### config.mk
export PLATFORM = sky130hd
export DESIGN_NAME = sparse_act_encoder
export DESIGN_NICKNAME = d
export VERILOG_FILES = /design/src/rtl/sparse_act_encoder.sv
export SDC_FILE = /design/constraint.sdc
export NUM_CORES = 1
export LEC_CHECK = 0
export CAP_MARGIN = 20
export CORE_UTILIZATION = 45
export CTS_CLUSTER_DIAMETER = 40
export CTS_CLUSTER_SIZE = 8
export DETAILED_ROUTE_END_ITERATION = 6
export PLACE_DENSITY = 0.76
export SLEW_MARGIN = 20
export SYNTH_ARGS = -nofsm -noshare
export SYNTH_HDL_FRONTEND = slang
export SYNTH_SLANG_ARGS = --single-unit
export TNS_END_PERCENT = 100
### constraint.sdc
create_clock -name clk -period 11.2 [get_ports clk]
set_input_delay 2.24 -clock clk [delete_from_list [all_inputs] [get_ports clk]]
set_output_delay 2.24 -clock clk [all_outputs]
set_load 0.05 [all_outputs]
### src/rtl/sparse_act_encoder.sv
// Sparse activation encoder: packs the nonzero pixels of a raster-ordered dense map into
// 4-lane groups with per-lane coordinates, behind a valid/ready output register.
module sparse_act_encoder #(
  parameter int wordlength = 16,
  parameter int col_length = 5,
  parameter int ch_width   = 6
) (
  input  logic                         clk,
  input  logic                         irst_n,
  input  logic                         in_valid,
  output logic                         in_ready,
  input  logic signed [wordlength-1:0] pixel_in,
  input  logic [ch_width-1:0]          in_channel,
  input  logic [col_length-1:0]        cfg_cols,
  input  logic [col_length-1:0]        cfg_rows,
  output logic [4*wordlength-1:0]      data_out,
  output logic [4*col_length-1:0]      data_out_cols,
  output logic [4*col_length-1:0]      data_out_rows,
  output logic [3:0]                   out_lane_mask,
  output logic [ch_width-1:0]          out_channel,
  output logic                         out_last,
  output logic                         out_valid,
  input  logic                         out_ready
);

  typedef enum logic {IDLE, RUN} state_t;

  state_t                  state_q, state_d;
  logic                    live;
  logic [ch_width-1:0]     ch_q;
  logic [col_length-1:0]   cols_q, rows_q, col_q, row_q;
  logic [1:0]              cnt;
  logic [4*wordlength-1:0] buf_data;
  logic [4*col_length-1:0] buf_cols, buf_rows;
  logic [3:0]              buf_mask;

  logic                    accept, idle, nz, chan_end, row_wrap, emit;
  logic [col_length-1:0]   eff_cols, eff_rows, cur_col, cur_row;
  logic [ch_width-1:0]     cur_ch;
  logic [4*wordlength-1:0] ins_data;
  logic [4*col_length-1:0] ins_cols, ins_rows;
  logic [3:0]              ins_mask;

  // live keeps in_ready low while in reset, even though out_valid is already 0
  assign in_ready = live & (~out_valid | out_ready);
  assign accept   = in_valid & in_ready;
  assign idle     = (state_q == IDLE);
  assign nz       = (pixel_in != '0);

  // The first pixel of a channel is processed against the live cfg inputs, not the latches
  assign eff_cols = idle ? ((cfg_cols == '0) ? col_length'(1) : cfg_cols) : cols_q;
  assign eff_rows = idle ? ((cfg_rows == '0) ? col_length'(1) : cfg_rows) : rows_q;
  assign cur_col  = idle ? '0 : col_q;
  assign cur_row  = idle ? '0 : row_q;
  assign cur_ch   = idle ? in_channel : ch_q;

  assign row_wrap = (cur_col == eff_cols - col_length'(1));
  assign chan_end = row_wrap && (cur_row == eff_rows - col_length'(1));
  assign emit     = accept && ((nz && cnt == 2'd3) || chan_end);

  // NOTE: every always_comb output gets a default first so no latch is inferred.
  always_comb begin
    ins_data = buf_data;
    ins_cols = buf_cols;
    ins_rows = buf_rows;
    ins_mask = buf_mask;
    if (nz) begin
      ins_data[int'(cnt)*wordlength +: wordlength] = pixel_in;
      ins_cols[int'(cnt)*col_length +: col_length] = cur_col;
      ins_rows[int'(cnt)*col_length +: col_length] = cur_row;
      ins_mask[cnt]                                = 1'b1;
    end
  end

  always_comb begin
    state_d = state_q;
    if (accept) state_d = chan_end ? IDLE : RUN;
  end

  // NOTE: sequential state uses non-blocking assignments only, so every flop samples pre-edge values.
  always_ff @(posedge clk or negedge irst_n) begin
    if (!irst_n) begin
      state_q <= IDLE;
      live    <= 1'b0;
    end else begin
      state_q <= state_d;
      live    <= 1'b1;
    end
  end

  always_ff @(posedge clk or negedge irst_n) begin
    if (!irst_n) begin
      ch_q     <= '0;
      cols_q   <= '0;
      rows_q   <= '0;
      col_q    <= '0;
      row_q    <= '0;
      cnt      <= '0;
      buf_data <= '0;
      buf_cols <= '0;
      buf_rows <= '0;
      buf_mask <= '0;
    end else if (accept) begin
      if (idle) begin
        ch_q   <= in_channel;
        cols_q <= eff_cols;
        rows_q <= eff_rows;
      end
      col_q <= row_wrap ? '0 : cur_col + col_length'(1);
      row_q <= row_wrap ? cur_row + col_length'(1) : cur_row;
      if (emit) begin
        cnt      <= '0;
        buf_data <= '0;
        buf_cols <= '0;
        buf_rows <= '0;
        buf_mask <= '0;
      end else begin
        cnt      <= cnt + {1'b0, nz};
        buf_data <= ins_data;
        buf_cols <= ins_cols;
        buf_rows <= ins_rows;
        buf_mask <= ins_mask;
      end
    end
  end

  // Output register: loads on emit, otherwise holds until the downstream takes it
  always_ff @(posedge clk or negedge irst_n) begin
    if (!irst_n) begin
      data_out      <= '0;
      data_out_cols <= '0;
      data_out_rows <= '0;
      out_lane_mask <= '0;
      out_channel   <= '0;
      out_last      <= 1'b0;
      out_valid     <= 1'b0;
    end else if (emit) begin
      data_out      <= ins_data;
      data_out_cols <= ins_cols;
      data_out_rows <= ins_rows;
      out_lane_mask <= ins_mask;
      out_channel   <= cur_ch;
      out_last      <= chan_end;
      out_valid     <= 1'b1;
    end else if (out_ready) begin
      out_valid <= 1'b0;
    end
  end

endmodule

[Word-level counts from Yosys, hierarchy flattened]
Cells that the tools add are included.
Storage, ports and cells
  register bits: 254
  output and inout port bits: 117
  input bits: 36
Operators by class
  reductions and logical operators: 10
  muxes and demuxes: 26
  $mul: 1
  $lt $le $gt $ge: 2
  bitwise logic cells: 6
  add/sub/neg operators: 7
  shift operators: 5
  equality and inequality tests: 3
Operator list (count)
  2-to-1 mux 64 bit: 2
  2-to-1 mux 20 bit: 4
  indexed part select 5 x 33 -> 20 bit: 2
  bitwise mux 64 bit: 1
  variable shift 16 x 33 -> 64 bit, first input constant: 1
  indexed part select 16 x 33 -> 64 bit: 1
  bitwise mux 20 bit: 2
  2-to-1 mux 5 bit: 8
  negator 5 -> 33 bit: 1
  negator 6 -> 33 bit: 1
  variable shift 5 x 33 -> 20 bit, first input constant: 1
  nonzero test 16 bit: 1
  adder 5 x 1 -> 5 bit, second input constant: 2
  == test 5 bit: 2
  logical NOT 5 bit: 2
  subtractor 5 x 1 -> 5 bit, second input constant: 2
  2-to-1 mux 4 bit: 2
  2-to-1 mux 6 bit: 1
  multiplier 2 x 3 -> 5 bit, second input constant: 1
  logical AND 1 bit: 4
  2-to-1 mux 1 bit: 4
  bitwise OR 4 bit: 1
  < comparator 2 x 3 -> 1 bit, second input constant: 1
  adder 2 x 1 -> 2 bit: 1
  other kinds (10): 12

[Logic depth before layout (Yosys ltp)]
Gate-level depths: netlist of the first run.
  depth after elaboration: 9
  mapped depth: 17

[Worst setup path before layout of the first run]
OpenSTA, ideal clock, no wires.
  kind: input -> output
  start point: input port out_ready
  end point: output port in_ready
  stages on the path: 2
  required time: 8.960 ns
  setup slack: 6.165 ns
  data arrival time: 2.795 ns
  buffers on the path: 0
  path through: nand2b_1 -> and2_1
Between the ends
  word-level cells in the longest chain between the ends: 2
RTL lines
  start: declaration: line 23  | input logic out_ready
  bitwise OR 1 bit: line 45  | assign in_ready = live & (~out_valid | out_ready);
  bitwise AND 1 bit: line 45
  end: declaration: line 11  | output logic in_ready,
No other way between the ends.

[Worst setup path after layout of the first run]
  start point: input port cfg_rows[2]
  end point: register buf_rows[14]
Between the ends
  word-level cells in the longest chain between the ends: 9
RTL lines
  start: declaration: line 15  | input logic [col_length-1:0] cfg_rows,
  logical NOT 5 bit: line 52  | assign eff_rows = idle ? ((cfg_rows == '0) ? col_length'(1) : cfg_rows) : rows_q;
  2-to-1 mux 5 bit (*) (2 in series): line 52
  subtractor 5 x 1 -> 5 bit (*): line 58  | assign chan_end = row_wrap && (cur_row == eff_rows - col_length'(1));
  == test 5 bit (*): line 58
  logical AND 1 bit (*): line 58
  logical OR 1 bit (*): line 59  | assign emit = accept && ((nz && cnt == 2'd3) || chan_end);
  logical AND 1 bit (*): line 59
  2-to-1 mux 20 bit (*): line 111  | if (emit) begin
  end signal: assignment: line 121  | buf_rows <= ins_rows;
  end: declaration: line 34  | logic [4*col_length-1:0] buf_cols, buf_rows;
Mark *: on every way between the ends. The rest lies on a longest branch, timed or not.
A chain may end at the register's enable or synchronous reset.

==> impl_metrics.yaml, run 1 <==
drt:
  drtAntennaViolNets: 0
  wl_per_cell_um: 19.96
  drt_iter0_markers: 933
  wl_mm: 31.75
  dr.pass1.iters: 7
  dr_total_vias: 9569
  viasPerCell: 6.014
  drc: 9
place:
  port_buffers: 152
  gp_congestion: 0.8819
  dp_hpwl_mm: 20.05
  dpl_cell_area_um2: 13770
power:
  p_per_area_nw_per_um2: 244.8
  fin_total_pwr_uw: 3677
  leakage_uw: 0.006765
  ir_worst_vdd_uv: 142.0
final_layout:
  regArea_um2: 6357
  multiInputGateArea_um2: 5331
  diodes: 0
  nNetsFinal: 1292
  n_fill_cell: 2237
  finalInstanceArea_um2: 15020
  areaGrowthSynthToFinish_pct: 23.35
  drive_above_1_share_pct: 16.16
synthesis:
  yosysSeqAreaShare_pct: 52.19
  syn_area_per_cell_um2: 10.66
  yosysMostFrequentCell: "dfrtp_1"
  synth-xor-area-share_pct: 1.223
  yosysWarnings: 0
  syn_inst: 1142
  ys_ff_latch: 254
  netlist_area_um2: 12180
  yosys-top-cells-area: "dfrtp_1 52%, mux2_2 8.0%, nand2_1 5.6%, a22o_1 4.2%, a32oi_1 3.8%"
  async_flop_share_pct: 100.0
  syn_nets: 1191
  synth_mux_area_share_pct: 12.31
  yosys.area_share.adder_pct: 1.336
  synth_compound_area_share_pct: 15.27
  synth_top_area_share_pct: 52.19
  yosysTopAreaCell: "dfrtp_1"
  yosys.cell_types.count: 49
  synth_enable_flop_cells: 0
  synth_top_family_by_area: "compound AO/OA/AOI/OAI gates"
  synth-simple-area-share_pct: 12.87
  synthFlopType: "dfrtp_1"
  synth_common_cells: "254 x dfrtp_1, 181 x nand2_1, 86 x mux2_2"
clock_network:
  insertion_delay_ps: 510
  cts_tree: "built"
  postCtsSetupRepairBufs: 0
  cts-root-buf: "clkbuf_16"
  cts_sinks: 254
  cts_hold_buf: 0
  htree_num_levels: 2
  postCtsResizedCells: 0
  path_clk_slew_ps: 50
  cts_buffer_depth: 3
  cts_buffers: 41
floorplan:
  fp.dieW_um: 166.5
  fp.dieArea_um2: 27720
  start_util_pct: 46.34
  dieHeight_um: 166.5
  core.rowCount: 59
  io_pins: 153
  core_um2: 26280
worst_setup_path:
  cp.arrival_ps: 6860
  worst-setup-path-type: "in -> reg"
  crit_family: "simple AND/OR/NAND/NOR gates"
  slowest_stage: "nor2_4"
  path_buf_inv: 2
  path_cells: "clkdlybuf4s50_1 -> nor2_1 -> a211o_1 -> o21ai_0 -> ha_1 -> nor3b_1 -> xnor2_1 -> nand4_1 -> o21ai_0 -> nand4_4 -> nor2_4 -> buf_4 -> a21oi_1"
  cp_max_fo: 60
  required_ps: 11550
  crit_path_end_kind: "flop"
  startpoint_type: "input port"
  cpMostUsedCell: "o21ai_0"
  cp_slowest_stage_delay_ps: 1060
sta:
  period_share_pct: 58.08
  tightest_slew_ps: 1076
  maxSlewViolCount: 0
  max_freq_mhz: 153.7
  skew_ps: 15.90
  finalSetupViolCount: 0
  finalSetupTns_ps: 0
  hold_viol: 0
  whs_ps: 469.8
  rsz0062_at_grt: "no"
  min_period_ps: 6505
  slew_headroom_pct: 28.11
global_route:
  grt_first_pass_wirelength_mm: 51.44
  antenna_found_initial: 0
  grt_max_degree: 106
  first_global_vias: 9424
  grt_usage_pct: 22.96
  gr-total-overflow: 0
outcome:
  status: "complete, but fails checks"
  violations: "design-rule violations"
worst_hold_path:
  hp-class: "reg -> reg"
flow_run:
  maxCapViolCount: 0
state kept, by name, indices dropped and copies added, names as in the netlist, 5 cells and up:
signal and cells:
data_out_rows 20, cols_q 5, out_channel 6, buf_cols 20, ch_q 6, buf_data 64, buf_rows 20, rows_q 5
data_out_cols 20, row_q 5, data_out 64, col_q 5
path summary, 6_finish.rpt:
kind	startpoint	slack (ps)	cells after the start	endpoint
max	cfg_rows[2]	4690	13	buf_rows[14]
min	ch_q[2]	470	2	ch_q[2]
max reg2reg	state_q	6260	12	buf_rows[14]
min reg2reg	ch_q[2]	470	2	ch_q[2]
max in group asynchronous	irst_n	7960	2	state_q
min in group asynchronous	irst_n	1790	1	data_out[39]
placed cells by master, fill, tap and decap left out, drive strengths merged, types with 49 or more instances in the layout:
cell | Yosys | final
clkbuf | 50 | 49
a21oi | 66 | 66
a22o | 59 | 59
nand4 | 54 | 54
nor2 | 78 | 78
dfrtp | 254 | 254
clkdlybuf4s50 | 0 | 151
mux2 | 116 | 116
a32oi | 53 | 53
nand2 | 181 | 181
cells by family after synthesis:
kind of cell    Yosys count
buf+inv                 124
flops                   254
simple gates            352
fa+ha+maj                13
mux                     124
xor+xnor                 17
compound gates          257
other cells               1
area by class of cell:
cell class / instances / area share, %
inverters: 13 / 0.3248
well taps: 335 / 2.790
clock inverters: 7 / 0.4914
multi-input cells: 764 / 35.49
repair buffers: 169 / 11.22
clock buffers: 49 / 7.363
flip-flops and latches: 254 / 42.32
report_power, final:
group          internal, µW  switching, µW
combinational           458            853
sequential             1120            139
clock                   709            402
total                  2280           1390
per-layer routing:
metal,share of wire (%),vias to the layer above,global-route usage [%]
li1,-,4308,-
met1,42,4780,30.90
met2,48,406,37.14
met3,6.6,75,4.183
met4,3.0,0,8.374
met5,0,-,0
stage by stage:
stage | util, % | setup slack [ps] | std cells
after CTS | 56.88 | 4795 | 1589
after floorplan | - | 6165 | 1142
after global placement | 52.39 | 4434 | 1533
final | 57.16 | 4695 | 1591
after detailed placement | 52.39 | 4288 | 1533
after global routing | 57.16 | 4460 | 1591
worst register-to-register path, cell delays in order (launching register included):
cell and delay [ps]:
dfrtp_2 360, buf_4 500, a211o_1 250, o21ai_0 100, ha_1 310, inv_1 50
nor3_1 210, o32ai_1 120, and4b_4 380, nand4_4 550, nor2_4 1080, buf_4 710
a21oi_1 170
Note: power is estimated with default switching activity, not from simulation.
==> inputs of run 2 (changes only) <==
==> constraint.sdc (replaced) <==
create_clock -name clk -period 6.3 [get_ports clk]
set_input_delay 1.26 -clock clk [delete_from_list [all_inputs] [get_ports clk]]
set_output_delay 1.26 -clock clk [all_outputs]
set_load 0.05 [all_outputs]
==> impl_metrics.yaml, run 2 (synthesis results as in run 1) <==
global_route:
  grt_max_degree: 133
  gr-total-overflow: 0
  grt_first_pass_wirelength_mm: 51.52
  first_global_vias: 9215
  antenna_found_initial: 1
  grt_usage_pct: 23.02
power:
  fin_total_pwr_uw: 6637
  ir_worst_vdd_uv: 334.7
  p_per_area_nw_per_um2: 436.7
  leakage_uw: 0.006856
final_layout:
  final_common_cell: "dfrtp_1"
  drive_above_1_share_pct: 16.98
  nNetsFinal: 1305
  final_cell_mix: "253 x dfrtp_1, 181 x nand2_1, 151 x clkdlybuf4s50_1"
  finalInstanceArea_um2: 15200
  reg.largest.list: "buf_data x64, data_out x64"
  areaGrowthSynthToFinish_pct: 24.80
  diodes: 0
worst_setup_path:
  cp.arrival_ps: 4760
  startpoint_type: "input port"
  cp_max_fo: 109
  worst-setup-path-type: "in -> reg"
  required_ps: 6650
  reg2reg_slack_ps: 2200
  crit_path_end_kind: "flop"
sta:
  tightest_slew_ps: 858.4
  finalSetupTns_ps: 0
  finalSetupViolCount: 0
  min_period_ps: 4415
  hold_viol: 0
  slew_headroom_pct: 42.77
  setup_ws_ps: 1885
  rsz0062_at_grt: "no"
  period_share_pct: 70.08
  max_freq_mhz: 226.5
  maxSlewViolCount: 0
  skew_ps: 24.40
floorplan:
  fp.dieArea_um2: 27720
  io_pins: 153
  core_um2: 26280
  core.rowCount: 59
  fp.dieW_um: 166.5
  dieHeight_um: 166.5
  start_util_pct: 46.34
clock_network:
  path_clk_slew_ps: 50
  cts_buffers: 42
  cts-root-buf: "clkbuf_16"
  insertion_delay_ps: 520
  postCtsResizedCells: 0
  htree_num_levels: 2
  cts_hold_buf: 0
  postCtsSetupRepairBufs: 0
  cts_buffer_depth: 3
  cts_tree: "built"
  cts_sinks: 254
drt:
  drt_iter0_markers: 993
  dr_total_vias: 9630
  wl_met1_mm: 13.75
  wl_mm: 32.28
  wl_per_cell_um: 20.09
  routed.top_layer: "met5"
  drtAntennaViolNets: 0
  drc: 11
  dr.pass1.iters: 7
  wl_met3_mm: 2.187
  viasPerCell: 5.993
  route.met2.wl_mm: 15.40
place:
  dp_hpwl_mm: 19.66
  gp_congestion: 0.8689
  dpl_worst_slack_ps: 1292
  dpl_cell_area_um2: 13910
  port_buffers: 152
flow_run:
  maxCapViolCount: 0
outcome:
  violations: "design-rule violations"
  status: "complete, but fails checks"
worst_hold_path:
  hp-class: "reg -> reg"
==> run 2: cell types whose count changed in the layout (fill, tap and decap cells not counted), moves of 2 or more <==
cell / before / now
buf_6: 1 / 3
nand2_1: 179 / 181
clkbuf_16: 41 / 43
clkbuf_1: 3 / 5
clkinv_2: 2 / 5
buf_12: 0 / 3
clkbuf_8: 5 / 2
nand2_2: 2 / 0
buf_4: 14 / 22
==> run 2: per-stage QoR <==
| step | std cells | utilization [%] | hold WS, ps |
|---|---|---|---|
| 4_1_cts | 1606 | 57.62 | 480.0 |
| 3_3_place_gp | 1544 | 52.85 | 452.4 |
| 2_1_floorplan | 1142 | - | 440.1 |
| 6_report | 1607 | 57.83 | 475.1 |
| 3_5_place_dp | 1546 | 52.93 | 463.6 |
| 5_1_grt | 1607 | 57.83 | 512.1 |
==> run 2: layout make-up <==
| class | instances | area, µm² |
|---|---|---|
| clock inverters | 10 | 108.9 |
| inverters | 13 | 48.80 |
| clock buffers | 50 | 1122 |
| fillers | 2183 | 11080 |
| multi-input cells | 764 | 5329 |
| well taps | 335 | 419.2 |
| flip-flops and latches | 254 | 6357 |
| repair buffers | 181 | 1813 |
==> run 2: final timing paths <==
check	start	end	depth (start not counted)
worst min register to register	ch_q[2]	ch_q[2]	2
worst max register to register	state_q	buf_data[47]	13
min in group asynchronous	irst_n	buf_data[53]	1
max in group asynchronous	irst_n	out_valid	2
worst max-delay path	cfg_cols[3]	buf_data[47]	14
worst min-delay path	ch_q[2]	ch_q[2]	2
==> run 2: report_power, final <==
group | internal [µW] | switching [µW] | total (µW)
clock | 1320 | 736 | 2060
combinational | 827 | 1520 | 2340
sequential | 1990 | 250 | 2240
total | 4130 | 2500 | 6640
==> run 2: critical path, cell delays in order <==
cell and delay, ps:
clkdlybuf4s50_1 460, nor2_1 230, a211o_1 200, o21ai_0 100
ha_1 310, inv_1 50, nor3_1 180, o32ai_1 110
and4b_4 380, nand4_4 140, buf_6 360, nor2_4 180
buf_4 550, nor2_1 150
==> run 2: layer usage <==
metal	vias to the layer above	global-route usage (%)
met1	4770	31.92
met5	-	0
met4	2	8.253
li1	4361	-
met3	68	3.470
met2	429	36.74
==> inputs of run 3 (changes only) <==
--- a/config.mk
+++ b/config.mk
@@ -10,7 +10,7 @@
 export CTS_CLUSTER_DIAMETER = 40
 export CTS_CLUSTER_SIZE = 8
 export DETAILED_ROUTE_END_ITERATION = 6
-export PLACE_DENSITY = 0.76
+export PLACE_DENSITY = 0.78
 export SLEW_MARGIN = 20
 export SYNTH_ARGS = -nofsm -noshare
 export SYNTH_HDL_FRONTEND = slang
==> constraint.sdc (replaced) <==
create_clock -name clk -period 4.01 [get_ports clk]
set_input_delay 0.802 -clock clk [delete_from_list [all_inputs] [get_ports clk]]
set_output_delay 0.802 -clock clk [all_outputs]
set_load 0.05 [all_outputs]
==> impl_metrics.yaml, run 3 (synthesis results as in run 1) <==
drt:
  dr_total_vias: 9796
  drtAntennaViolNets: 0
  wl_per_cell_um: 19.87
  drt_iter0_markers: 1047
  viasPerCell: 5.973
  dr.pass1.iters: 7
  wl_mm: 32.58
  drc: 11
worst_setup_path:
  required_ps: 4440
  reg2reg_from: "state_q"
  reg2reg_to: "buf_data[55]"
  crit_path_end: "buf_data[55]"
  startpoint_type: "input port"
  path_cells: "clkdlybuf4s50_1 -> nor2_1 -> a211o_1 -> o21ai_0 -> ha_1 -> inv_1 -> nor3_1 -> o32ai_1 -> and4b_4 -> nand4_4 -> buf_12 -> buf_4 -> nand4_1 -> a21oi_1"
  cp_max_fo: 78
  worst-setup-path-type: "in -> reg"
  slowest_stage: "clkdlybuf4s50_1"
  cp.depth: 14
  crit_start: "cfg_cols[1]"
  path_buf_inv: 4
  reg2reg_slack_ps: 560
  crit_path_end_kind: "flop"
  crit_family: "buffers and inverters"
  reg2reg_depth: 12
  cp_slowest_stage_delay_ps: 520
  cp.arrival_ps: 4000
clock_network:
  postCtsSetupRepairBufs: 0
  insertion_delay_ps: 530
  postCtsResizedCells: 0
  cts_sinks: 254
  cts-root-buf: "clkbuf_16"
  cts_buffer_depth: 3
  path_clk_slew_ps: 50
  htree_num_levels: 2
  cts_tree: "built"
  cts_hold_buf: 0
  cts_buffers: 42
sta:
  slew_headroom_pct: 42.02
  rsz0062_at_grt: "no"
  tightest_slew_ps: 865.0
  period_share_pct: 88.91
  hold_viol: 0
  max_freq_mhz: 280.5
  maxSlewViolCount: 0
  min_period_ps: 3565
  skew_ps: 19.38
  finalSetupViolCount: 0
floorplan:
  fp.dieW_um: 166.5
  io_pins: 153
  fp.dieArea_um2: 27720
  start_util_pct: 46.34
  core_um2: 26280
  dieHeight_um: 166.5
  core.rowCount: 59
flow_run:
  maxCapViolCount: 0
final_layout:
  areaGrowthSynthToFinish_pct: 27.89
  nNetsFinal: 1336
  layout.cells.non_filler: 1640
  diodes: 0
  n_fill_cell: 2149
  final_common_cell: "dfrtp_1"
  drive_above_1_share_pct: 19.16
  reg.largest.list: "buf_data x64, data_out x64"
  finalInstanceArea_um2: 15570
  final_cell_mix: "253 x dfrtp_1, 181 x nand2_1, 151 x clkdlybuf4s50_1"
  fin_util_pct: 59.26
outcome:
  status: "complete, but fails checks"
  violations: "design-rule violations"
power:
  power_frac_comb_pct: 35.4
  clockPowerShare_pct: 31.4
  p_per_area_nw_per_um2: 680.5
  leakage_uw: 0.007063
  switching_share_pct: 37.35
  ir_worst_vdd_uv: 392.3
  pwr-share-seq_pct: 33.2
  p_switching_uw: 3959
  p_int_uw: 6640
global_route:
  grt_usage_pct: 23.67
  gr-total-overflow: 0
  grt_max_degree: 95
  first_global_vias: 9680
  antenna_found_initial: 0
  grt_first_pass_wirelength_mm: 53.03
worst_hold_path:
  hp-class: "in -> async"
place:
  port_buffers: 152
  dpl_cell_area_um2: 14260
  place_inst: 1577
  gp_congestion: 0.8429
  dp_hpwl_mm: 20.92
[run 3: per-layer routing]
| metal | global-route usage [%] | routed length, µm |
|---|---|---|
| met2 | 39.50 | 16160 |
| met3 | 3.874 | 2081 |
| met4 | 8.253 | 924 |
| met1 | 31.27 | 13420 |
| met5 | 0 | 0 |
[run 3: how the worst min path moves through the flow]
stage                        end     from  cells after the start  slack, ps
floorplan                ch_q[0]  ch_q[0]                      2        440
detailed placement       ch_q[3]  ch_q[3]                      2        460
global placement         ch_q[0]  ch_q[0]                      2        450
CTS                 data_out[45]   irst_n                      1        340
finish              data_out[44]   irst_n                      1        310
global route        data_out[45]   irst_n                      1        380
[run 3: final cells by class]
cell class              count  area [µm²]  area share [%]
multi-input cells         764        5311           34.10
flip-flops and latches    254        6357           40.82
well taps                 335       419.2           2.691
inverters                  13       48.80          0.3133
repair buffers            212        2143           13.76
clock buffers              52        1170           7.511
clock inverters            10       125.1          0.8033
[run 3: through the flow]
stage / power, µW / worst slack [ps] / TNS (ps) / hold slack [ps]
floorplan: 5929 / 120.0 / 0 / 440.1
global route: 11060 / 175.4 / 0 / 377.6
global placement: 7172 / 65.28 / 0 / 452.3
CTS: 10640 / 477.5 / 0 / 341.1
detailed placement: 7258 / -21.29 / -213.9 / 461.3
finish: 10600 / 444.7 / 0 / 306.6
[run 3: power groups by stage]
| stage | logic (µW) | clock network [µW] | registers, µW |
|---|---|---|---|
| 2_1_floorplan | 1580 | 0 | 4350 |
| 3_3_place_gp | 3660 | 0 | 3510 |
| 3_5_place_dp | 3730 | 0 | 3530 |
| 4_1_cts | 3750 | 3380 | 3510 |
| 5_1_grt | 3980 | 3490 | 3590 |
| 6_report | 3750 | 3330 | 3510 |
